[config.mk]
export PLATFORM = sky130hd
export DESIGN_NAME = imem_loader
export DESIGN_NICKNAME = d
export VERILOG_FILES = /design/src/rtl/imem_loader_pkg.sv /design/src/rtl/loader_csum_acc.sv /design/src/rtl/imem_loader.sv
export SDC_FILE = /design/constraint.sdc
export NUM_CORES = 1
export LEC_CHECK = 0
export CORE_AREA = 2 2 73 75
export DETAILED_ROUTE_END_ITERATION = 6
export DIE_AREA = 0 0 75 77
export GPL_ROUTABILITY_DRIVEN = 0
export PLACE_DENSITY = 0.85
export SYNTH_ARGS = -nofsm -noshare
export SYNTH_HDL_FRONTEND = slang
export SYNTH_SLANG_ARGS = --single-unit
[constraint.sdc]
create_clock -name clk -period 2.1 [get_ports clk]
set_input_delay 0.42 -clock clk [delete_from_list [all_inputs] [get_ports clk]]
set_output_delay 0.42 -clock clk [all_outputs]
set_load 0.005 [all_outputs]
[src/rtl/imem_loader_pkg.sv]
// Shared types and constants for the instruction-memory loader and the core decoder.
package imem_loader_pkg;

    localparam int unsigned BYTE_W = 8;
    localparam int unsigned OPC_W  = 3;
    localparam int unsigned ERR_W  = 2;

    typedef enum logic [1:0] {
        IDLE = 2'd0,
        LEN  = 2'd1,
        DATA = 2'd2,
        CSUM = 2'd3
    } state_t;

    localparam logic [OPC_W-1:0] OP_LOAD  = 3'b001;
    localparam logic [OPC_W-1:0] OP_ADD   = 3'b010;
    localparam logic [OPC_W-1:0] OP_STORE = 3'b100;

    localparam logic [ERR_W-1:0] ERR_NONE = 2'b00;
    localparam logic [ERR_W-1:0] ERR_ZLEN = 2'b01;
    localparam logic [ERR_W-1:0] ERR_OPC  = 2'b10;
    localparam logic [ERR_W-1:0] ERR_CSUM = 2'b11;

    // Opcode lives in the top three bits of an instruction byte.
    function automatic logic opcode_legal(input logic [BYTE_W-1:0] instr);
        logic [OPC_W-1:0] opc;
        opc = instr[BYTE_W-1 -: OPC_W];
        return (opc == OP_LOAD) || (opc == OP_ADD) || (opc == OP_STORE);
    endfunction

endpackage

[src/rtl/loader_csum_acc.sv]
// 8-bit modulo-256 running sum over the loader frame (LEN, payload, CSUM).
module loader_csum_acc
    import imem_loader_pkg::*;
(
    input  logic              clk,
    input  logic              rst,
    input  logic              clr,
    input  logic              add_en,
    input  logic [BYTE_W-1:0] add_val,
    output logic              sum_is_zero
);

    logic [BYTE_W-1:0] sum;
    logic [BYTE_W-1:0] sum_with_val;

    assign sum_with_val = BYTE_W'(sum + add_val);

    // Tests the sum including the byte on add_val so the checksum byte is judged on arrival.
    assign sum_is_zero = (sum_with_val == '0);

    always_ff @(posedge clk or posedge rst) begin
        if (rst) begin
            sum <= '0;
        end else if (clr) begin
            sum <= '0;
        end else if (add_en) begin
            sum <= sum_with_val;
        end
    end

endmodule

[src/rtl/imem_loader.sv]
// Loads a length-prefixed, checksummed byte frame into instruction memory while holding the core in reset.
module imem_loader
    import imem_loader_pkg::*;
#(
    parameter int unsigned ADDR_W    = 8,
    parameter int unsigned DATA_W    = 8,
    parameter int unsigned BASE_ADDR = 0
) (
    input  logic              clk,
    input  logic              rst,
    input  logic              start,
    input  logic              in_valid,
    input  logic [DATA_W-1:0] in_data,
    output logic              in_ready,
    output logic              imem_we,
    output logic [ADDR_W-1:0] imem_addr,
    output logic [DATA_W-1:0] imem_wdata,
    output logic              core_rst,
    output logic              busy,
    output logic              done,
    output logic [ERR_W-1:0]  err_code
);

    localparam logic [ADDR_W-1:0] BASE = ADDR_W'(BASE_ADDR);

    state_t              state, state_nxt;
    logic [BYTE_W-1:0]   cnt, cnt_nxt;
    logic [ADDR_W-1:0]   waddr, waddr_nxt;
    logic                we_nxt;
    logic [ADDR_W-1:0]   addr_nxt;
    logic [DATA_W-1:0]   wdata_nxt;
    logic                core_rst_nxt;
    logic                busy_nxt;
    logic                done_nxt;
    logic [ERR_W-1:0]    err_nxt;
    logic                csum_clr;
    logic                csum_add;
    logic                sum_is_zero;
    logic                hs;
    logic [BYTE_W-1:0]   in_byte;

    assign in_ready = (state != IDLE);
    assign hs       = in_valid & in_ready;
    assign in_byte  = BYTE_W'(in_data);

    loader_csum_acc u_csum (
        .clk         (clk),
        .rst         (rst),
        .clr         (csum_clr),
        .add_en      (csum_add),
        .add_val     (in_byte),
        .sum_is_zero (sum_is_zero)
    );

    // Next-state and next-output logic.
    always_comb begin
        state_nxt    = state;
        cnt_nxt      = cnt;
        waddr_nxt    = waddr;
        we_nxt       = 1'b0;
        addr_nxt     = imem_addr;
        wdata_nxt    = imem_wdata;
        core_rst_nxt = core_rst;
        done_nxt     = 1'b0;
        err_nxt      = err_code;
        csum_clr     = 1'b0;
        csum_add     = 1'b0;

        unique case (state)
            IDLE: begin
                if (start) begin
                    state_nxt    = LEN;
                    err_nxt      = ERR_NONE;
                    core_rst_nxt = 1'b1;
                    waddr_nxt    = BASE;
                    csum_clr     = 1'b1;
                end
            end
            LEN: begin
                if (hs) begin
                    csum_add = 1'b1;
                    if (in_byte == '0) begin
                        err_nxt   = ERR_ZLEN;
                        done_nxt  = 1'b1;
                        state_nxt = IDLE;
                    end else begin
                        cnt_nxt   = in_byte;
                        state_nxt = DATA;
                    end
                end
            end
            DATA: begin
                if (hs) begin
                    csum_add  = 1'b1;
                    we_nxt    = 1'b1;
                    addr_nxt  = waddr;
                    wdata_nxt = in_data;
                    waddr_nxt = ADDR_W'(waddr + 1'b1);
                    cnt_nxt   = BYTE_W'(cnt - 1'b1);
                    if (!opcode_legal(in_byte) && (err_code == ERR_NONE)) begin
                        err_nxt = ERR_OPC;
                    end
                    if (cnt == BYTE_W'(1)) begin
                        state_nxt = CSUM;
                    end
                end
            end
            CSUM: begin
                if (hs) begin
                    done_nxt  = 1'b1;
                    state_nxt = IDLE;
                    if ((err_code == ERR_NONE) && !sum_is_zero) begin
                        err_nxt = ERR_CSUM;
                    end
                    core_rst_nxt = !((err_code == ERR_NONE) && sum_is_zero);
                end
            end
            default: state_nxt = IDLE;
        endcase

        busy_nxt = (state_nxt != IDLE);
    end

    always_ff @(posedge clk or posedge rst) begin
        if (rst) begin
            state      <= IDLE;
            cnt        <= '0;
            waddr      <= BASE;
            imem_we    <= 1'b0;
            imem_addr  <= BASE;
            imem_wdata <= '0;
            core_rst   <= 1'b1;
            busy       <= 1'b0;
            done       <= 1'b0;
            err_code   <= ERR_NONE;
        end else begin
            state      <= state_nxt;
            cnt        <= cnt_nxt;
            waddr      <= waddr_nxt;
            imem_we    <= we_nxt;
            imem_addr  <= addr_nxt;
            imem_wdata <= wdata_nxt;
            core_rst   <= core_rst_nxt;
            busy       <= busy_nxt;
            done       <= done_nxt;
            err_code   <= err_nxt;
        end
    end

endmodule

After elaboration in Yosys (flattened, before gate mapping)
Cells that the tools add are included.
{ "word_totals": {"input_bits": 12, "output_inout_bits": 23, "word_cells": 89, "ff_bits": 48} }
{ "op_classes": {"n_eq_ne": 15, "addsub": 3, "muxes": 35, "n_reduce_logical": 24, "bitwise_logic": 1} }
{ "ops": {"columns": ["operator", "n"], "rows": [
  ["2-to-1 mux 8 bit", 7],
  ["case mux 8 bit (2 select lines)", 2],
  ["2-to-1 mux 2 bit", 13],
  ["zero test 8 bit", 2],
  ["inequality test 2 bit (second input constant)", 8],
  ["case mux 2 bit (4 select lines)", 2],
  ["nonzero test 2 bit", 6],
  ["2-to-1 mux 1 bit", 9],
  ["adder 8 x 1 -> 8 bit (second input constant)", 1],
  ["adder 8 bit", 1],
  ["== test 8 x 1 -> 1 bit (second input constant)", 1],
  ["subtractor 8 x 1 -> 8 bit (second input constant)", 1],
  ["AND reduction 7 bit", 1],
  ["AND reduction 3 bit", 2],
  ["== test 2 bit (second input constant)", 2],
  ["zero test 2 bit", 2],
  ["case mux 1 bit (2 select lines)", 2],
  ["AND reduction 4 bit", 1],
  ["== test 3 x 1 -> 1 bit (second input constant)", 1],
  ["== test 3 x 2 -> 1 bit (second input constant)", 1],
  ["== test 3 bit (second input constant)", 1],
  ["logical AND 1 bit", 3],
  ["zero test 1 bit", 3],
  ["== test 2 x 1 -> 1 bit (second input constant)", 1],
  ["4 further kinds", 5]
]} }

Depth between registers and ports, before layout
Gate-level depths: netlist (run 1).
{ "depth": {"ltp_word": 8, "ltp_mapped": 10, "ltp_nobuf": 9} }

Cells and area by module
Synthesis (run 1) repeated with hierarchy kept, for this count alone.
{ "hier_totals": {"cells_unflattened": 293, "hier_area_um2": 2671.3} }
{ "by_module_without_submodules": {"columns": ["mod", "cells_per_inst", "area_per_inst_um2", "n_inst"], "rows": [
  ["imem_loader", 223, 2023.2, 1],
  ["loader_csum_acc", 70, 648.1, 1]
]} }

Worst setup path after synthesis (run 1)
No wires, ideal clock.
{ "synth_timing": {"path_type": "in2reg", "from": "input port in_data[0]", "to": "register err_code[1]", "arrival_ns": 1.813, "path_buffers": 0, "cell_stages": 8, "setup_time_ns": 0.124, "path_slack_ns": 0.163, "required_time_ns": 1.976, "cell_sequence": "ha_1 fa_1 nand3_1 nand2_1 xnor2_1 nand3_1 and4bb_4 o31ai_1"} }
{ "synth_between": {"elab_chain_cells": 6, "elab_cells_between_ends": 8} }
{ "synth_rtl": {"columns": ["element", "line", "source"], "rows": [
  ["from (decl)", "imem_loader.sv:13", "input logic [DATA_W-1:0] in_data,"],
  ["adder 8 bit", "loader_csum_acc.sv:16", "assign sum_with_val = BYTE_W'(sum + add_val);"],
  ["zero test 8 bit", "loader_csum_acc.sv:19", "assign sum_is_zero = (sum_with_val == '0);"],
  ["zero test 1 bit", "imem_loader.sv:112", "if ((err_code == ERR_NONE) && !sum_is_zero) begin"],
  ["logical AND 1 bit", "imem_loader.sv:112", null],
  ["inequality test 2 bit (no source line)", null, null],
  ["AND reduction 7 bit (no source line) *", null, null],
  ["to (signal assigned)", "imem_loader.sv:146", "err_code <= err_nxt;"],
  ["to (decl)", "imem_loader.sv:21", "output logic [ERR_W-1:0] err_code"]
]} }
Every way passes the cells marked *; elsewhere a longest branch is shown, timed or not.
A chain may end at the register's enable or synchronous reset.

Final worst setup path (run 1)
{ "layout_timing": {"from": "register u_csum.sum[1]", "to": "register err_code[1]"} }
{ "layout_between": {"elab_chain_cells": 6} }
{ "layout_rtl": {"columns": ["element", "line", "source"], "rows": [
  ["from (decl)", "loader_csum_acc.sv:13", "logic [BYTE_W-1:0] sum;"],
  ["from (signal assigned)", "loader_csum_acc.sv:27", "sum <= sum_with_val;"],
  ["adder 8 bit", "loader_csum_acc.sv:16", null],
  ["zero test 8 bit", "loader_csum_acc.sv:19", null],
  ["zero test 1 bit", "imem_loader.sv:112", null],
  ["logical AND 1 bit", "imem_loader.sv:112", null],
  ["inequality test 2 bit (no source line)", null, null],
  ["AND reduction 7 bit (no source line)", null, null]
]} }
No other way between the ends.

==> qor.yml, run 1 <==
core-area_sq_um: 4977
wl_per_cell_um: 15.00
synth_xor_area_share_pct: 4.266
grt_pass1_vias: 2341
top_level_ports: 35
drt_first_iter_violations: 180
required_ns: 2.29
diodes: 0
muxShareOfSynthArea_pct: 0.3751
avgSynthCellArea_sq_um: 8.986
drv_slew: 0
rrSetupSlack_ns: 0.03
crit_chain: "ha_1 > a211oi_2 > o21bai_1 > a21oi_1 > xor2_1 > and4bb_4 > o31ai_1"
whs_ns: 0.4171
overflow: 0
synth_edf_count: 0
cap_violations: 0
fmax_ghz: 0.4836
hold_class: "primary input to asynchronous set/reset pin"
cp_top_family: "compound AO/OA/AOI/OAI gates"
port_buffers: 34
via_per_inst: 5.584
synth_top_cell_by_area: "dfrtp_1"
dr_total_vias: 2457
instances_no_fill: 440
hold_viol: 0
r2r_end: "err_code[1]"
critPathSlowestCell: "dfrtp_1"
ir_drop_mv: 0.8710
first_pass_iters: 4
clock_skew_ns: 0.01045
synth_top_family_by_area: "simple AND/OR/NAND/NOR gates"
seq_area_frac_synth_pct: 45.05
ys_ff_latch: 48
reg2reg_from: "u_csum.sum[1]"
die_y_um: 77
hold_buffers: 0
antenna_found_initial: 0
insertion_delay_ns: 0.31
h-tree-depth: 2
fin_crit_ns: 2.068
ff2ff_path_depth: 7
die_area_sq_um: 5775
dp_cells: 429
ant_nets: 0
startpoint: "u_csum.sum[1]"
die_w_um: 75
synth_area_sq_um: 2669
synth_ff_type: "dfrtp_1"
period_share_pct: 98.46
p_leak_uw: 0.001697
yosys_warnings: 0
hpwl_mm: 4.613
synthSimpleGateAreaFrac_pct: 24.71
syn-num-nets: 324
grt_pass1_wl_mm: 10.68
cts_max_path_buffers: 2
power_density_nw_per_um2: 1249
area_growth_pct: 34.74
worst_pin_slew_ns: 0.4235
drive_gt1_share_pct: 20.54
wirelength_mm: 6.600
synth-adder-area-share_pct: 7.314
cts_tree: "yes"
ys_types: 53
cts-root-buf: "clkbuf_8"
synthMostInstantiatedCell: "nand2_1"
netlist_instances: 297
crit_fanout: 3
cts_buffers: 5
grt_max_degree: 30
track_usage_pct: 23.61
ys_async_sr_fraction_pct: 100.0
fin_nets: 396
ys_top_cells_by_area: "dfrtp_1 44%, nand2_1 9.4%, ha_1 6.6%"
synth_top_area_share_pct: 44.07
cpPeakStageDelay_ns: 0.43
worstPathArrival_ns: 2.26
relSlewSlack_pct: 71.73
worst-path-buf-inv: 0
startpoint_type: "register"
crit_type: "register to register"
start_util_pct: 53.62
end_kind: "register"
outcome: "completed"
yosys-top-cells-count: "67 x nand2_1, 47 x dfrtp_1, 26 x nor2_1, 19 x nand3_1, 15 x a21oi_1"
setup_viol: 0
cts.sinks: 48
drc: 0
core.rowCount: 26
clk_pin_slew_worst_paths_ns: 0.10
synth_compound_area_share_pct: 14.91
path_depth: 7
## kinds of logic (layout without fill, tap and decap cells)
logic type      Yosys count  after routing
mux                       1              1
buf+inv                  22             95
flops                    48             48
fa+ha+maj                15             15
xor+xnor                 13             13
compound gates           57             57
simple gates            141            141
## metal layers
metal  vias to the layer above  track usage, %  share of wire [%]
li1                       1162               -                  -
met1                      1201           31.57                 42
met2                        83           38.25                 52
met3                        11           4.468                4.8
met4                         0           7.321                1.2
met5                         -               0                  0
## worst max-delay path by stage
stage | end | slack [ns]
global placement | err_code[1] | -0.41
global route | err_code[1] | -0.0009
finish | err_code[1] | 0.03
CTS | err_code[1] | 0.02
floorplan | err_code[1] | 0.16
detailed placement | err_code[1] | -0.48
## power by group
part / internal [uW] / total [uW] / switching (uW)
Combinational: 1120 / 2250 / 1140
Sequential: 1200 / 1430 / 226
Clock: 479 / 808 / 328
Total: 2800 / 4490 / 1690
## worst reg2reg max path, cell delays in order, from the launching register on
cell      delay [ns]
dfrtp_1         0.43
ha_1            0.33
a211oi_2        0.33
o21bai_1        0.12
a21oi_1         0.16
xor2_1          0.22
and4bb_4        0.29
o31ai_1         0.07
## timing repair
action | CTS | global route
pin swaps | 2 | 7
gates resized for setup | 6 | 12
setup endpoints to repair | 4 | 3
buffers inserted | 2 | 1
## flip-flops by register name, summed over array words and instances, names as in the netlist
| name | count |
|---|---|
| cnt | 8 |
| imem_addr | 8 |
| imem_wdata | 8 |
| u_csum.sum | 8 |
| waddr | 8 |
| err_code | 2 |
| state | 2 |
| busy | 1 |
| core_rst | 1 |
| done | 1 |
| imem_we | 1 |
## metrics by stage
| stage | utilization (%) | setup slack, ns | total power [uW] | instance area [sq um] | TNS [ns] |
|---|---|---|---|---|---|
| final | 72.25 | 0.03235 | 4491 | 3596 | 0 |
| after global routing | 72.25 | -0.0009308 | 4801 | 3596 | -0.0009308 |
| after CTS | 70.44 | 0.02266 | 4354 | 3506 | 0 |
| after detailed placement | 67.30 | -0.4799 | 3518 | 3349 | -4.136 |
| after global placement | 67.30 | -0.4148 | 3411 | 3349 | -3.489 |
| after floorplan | - | 0.1628 | 2644 | 2669 | 0 |
## layout make-up
type	count	area, sq um
Multi-Input combinational cell	227	1459
Inverter	12	45.04
Tap cell	70	87.58
Sequential cell	48	1202
Clock inverter	3	68.82
Timing Repair Buffer	75	664.4
Clock buffer	5	68.82
Fill cell	341	1381
## cell usage in the layout, fill, tap and decap left out, drive strengths merged, types with 5 or more instances in the layout
cell type / netlist / routed
inv: 12 / 13
xor2: 8 / 8
nor3: 5 / 5
nor2b: 5 / 5
nor2: 27 / 27
o22a: 7 / 7
xnor2: 5 / 5
ha: 14 / 14
clkdlybuf4s50: 0 / 28
buf: 4 / 41
nand2: 69 / 69
dfrtp: 47 / 47
a21oi: 16 / 16
clkbuf: 6 / 5
o21ai: 13 / 13
nand3: 19 / 19
No activity file was read; power rests on OpenSTA's default activity.
==> run 2: changes to the inputs <==
Settings changed: SETUP_SLACK_MARGIN set to 0.15.
==> run 2 against run 1 <==
  * Largest cell class unchanged
  * Utilization up 2.3 points
  * Critical path type unchanged
  * Critical endpoint unchanged
  * Clock-buffer cell count is the same
  * Combinational power is 12% higher
  * Critical path depth did not move
  * Highest routed layer unchanged
==> qor.yml, run 2 (same netlist as run 1, synthesis figures left out) <==
clock_skew_ns: 0.01351  # was 0.01045 ns
grt_pass1_vias: 2383  # was 2341
grt_max_degree: 30  # unchanged
drc: 0  # unchanged
outcome: "completed"  # unchanged
port_buffers: 34  # unchanged
hold_class: "primary input to asynchronous set/reset pin"  # unchanged
p_int_uw: 2938  # was 2800 uW
cts_buffers: 5  # unchanged
fillers: 324  # was 341
insertion_delay_ns: 0.31  # about the same
pwr-share-seq_pct: 30.3  # was 31.8%
h-tree-depth: 2  # unchanged
startpoint_type: "register"  # unchanged
crit_fanout: 3  # unchanged
p_switching_uw: 1834  # was 1691 uW
cts.sinks: 48  # unchanged
period_share_pct: 99.93  # was 98.46%
cts_tree: "yes"  # unchanged
cts-root-buf: "clkbuf_8"  # unchanged
grt_pass1_wl_mm: 10.87  # was 10.68 mm
start_util_pct: 53.62  # unchanged
rsz0062_at_grt: "yes"
fmax_ghz: 0.4765  # was 0.4836 GHz
crit_type: "register to register"  # unchanged
ir_drop_mv: 0.9865  # was 0.8710 mV
fin_nets: 400  # was 396
area_growth_pct: 39.01  # was 34.74%
hold_viol: 0  # unchanged
drive_gt1_share_pct: 23.53  # was 20.54%
fin_crit_ns: 2.099  # was 2.068 ns
top_level_ports: 35  # unchanged
cap_violations: 0  # unchanged
drt_first_iter_violations: 263  # was 180
final_common_cell: "nand2_1"  # unchanged
die_w_um: 75  # unchanged
first_pass_iters: 5  # was 4
multiInputGateArea_sq_um: 1546  # was 1459 sq um
p_leak_uw: 0.001711  # was 0.001697 uW
cts_max_path_buffers: 2  # unchanged
relSlewSlack_pct: 71.22  # was 71.73%
p_comb_share_pct: 52.7  # was 50.2%
antenna_found_initial: 0  # unchanged
core-area_sq_um: 4977  # unchanged
clk_pin_slew_worst_paths_ns: 0.10  # about the same
final_cell_mix: "66 x nand2_1, 47 x dfrtp_1, 42 x buf_4"  # was 67 x nand2_1, 47 x dfrtp_1, 40 x buf_4
switching_share_pct: 38.43  # was 37.66%
fin_setup_tns_ns: 0  # unchanged
die_area_sq_um: 5775  # unchanged
power_density_nw_per_um2: 1286  # was 1249 nW/um^2
seqCellArea_sq_um: 1202  # unchanged
dr_total_vias: 2539  # was 2457
pre_cts_ws_ns: -0.4799  # unchanged
die_y_um: 77  # unchanged
ant_nets: 0  # unchanged
end_kind: "register"  # unchanged
setup_ws_ns: 0.001436  # was 0.03235 ns
hpwl_mm: 4.613  # unchanged
hold_buffers: 0  # unchanged
via_per_inst: 5.718  # was 5.584
required_ns: 2.29  # about the same
setup_viol: 0  # unchanged
overflow: 0  # unchanged
worstPathArrival_ns: 2.29  # was 2.26 ns
wl_per_cell_um: 16.39  # was 15.00 um
worst_pin_slew_ns: 0.4306  # was 0.4235 ns
wirelength_mm: 7.278  # was 6.600 mm
drv_slew: 0  # unchanged
diodes: 0  # unchanged
core.rowCount: 26  # unchanged
track_usage_pct: 24.06  # was 23.61%
clkPwrFrac_pct: 17.1  # was 18.0%
==> run 2: changes by cell type in the layout (fill, tap and decap cells not counted), sizes merged <==
cell,delta
buf,+4
dlygate4sd2,+3
dlymetal6s2s,-3
clkdlybuf4s15,+1
clkdlybuf4s50,-1
==> run 2: worst paths after layout <==
check | from | to | slack (ns) | cells after the start
hold / removal | rst | imem_addr[6] | 0.42 | 2
hold reg to reg | imem_addr[1] | imem_addr[1] | 0.48 | 2
setup / recovery | u_csum.sum[0] | err_code[1] | 0.001 | 7
setup reg to reg | u_csum.sum[0] | err_code[1] | 0.001 | 7
max in group asynchronous | rst | core_rst | 1.09 | 3
min in group clk | imem_addr[1] | imem_addr[1] | 0.48 | 2
==> run 2: layout make-up <==
| cell class | count | share of cell area (%) |
|---|---|---|
| clock buffer | 5 | 1.855 |
| clock inverter | 3 | 1.855 |
| inverter | 12 | 1.214 |
| multi-input combinational | 227 | 41.69 |
| sequential | 48 | 32.41 |
| tap | 70 | 2.361 |
| timing repair buffer | 79 | 18.62 |
==> run 2: worst max-delay path, stage by stage (launching register included) <==
cell and delay [ns]:
dfrtp_1 0.42, ha_4 0.19, fa_2 0.42, xor2_1 0.21, nor3_2 0.16, nand3_1 0.14, and4bb_4 0.39, o31ai_2 0.06
==> run 2: per-layer routing <==
metal | part of all wire [%] | wire length [um] | GRT usage (%)
met2 | 52 | 3774 | 39.04
met3 | 5.5 | 402 | 4.731
met5 | 0 | 0 | 0
met1 | 39 | 2862 | 31.91
met4 | 3.3 | 238 | 7.679
==> run 2: metrics by stage <==
| step | hold WS, ns | power (uW) | area (sq um) | util (%) | instances |
|---|---|---|---|---|---|
| CTS | 0.4273 | 4401 | 3563 | 71.59 | 439 |
| finish | 0.4160 | 4772 | 3710 | 74.53 | 444 |
| floorplan | 0.4586 | 2644 | 2669 | - | 297 |
| detailed placement | 0.4622 | 3518 | 3349 | 67.30 | 429 |
| global route | 0.4613 | 5068 | 3710 | 74.53 | 444 |
| global placement | 0.4577 | 3411 | 3349 | 67.30 | 429 |
==> run 2: timing repair <==
| action | CTS | global route |
|---|---|---|
| endpoints found under the setup margin | 13 | 13 |
| pin swaps | 11 | 11 |
| setup buffers | 2 | 5 |
| resized for setup | 17 | 20 |
==> run 2: power groups by stage <==
stage	clock network (uW)	logic [uW]	registers [uW]
after floorplan	0	1250	1400
final	814	2510	1450
after global placement	0	1990	1420
after CTS	809	2170	1420
after global routing	852	2740	1480
after detailed placement	0	2080	1430
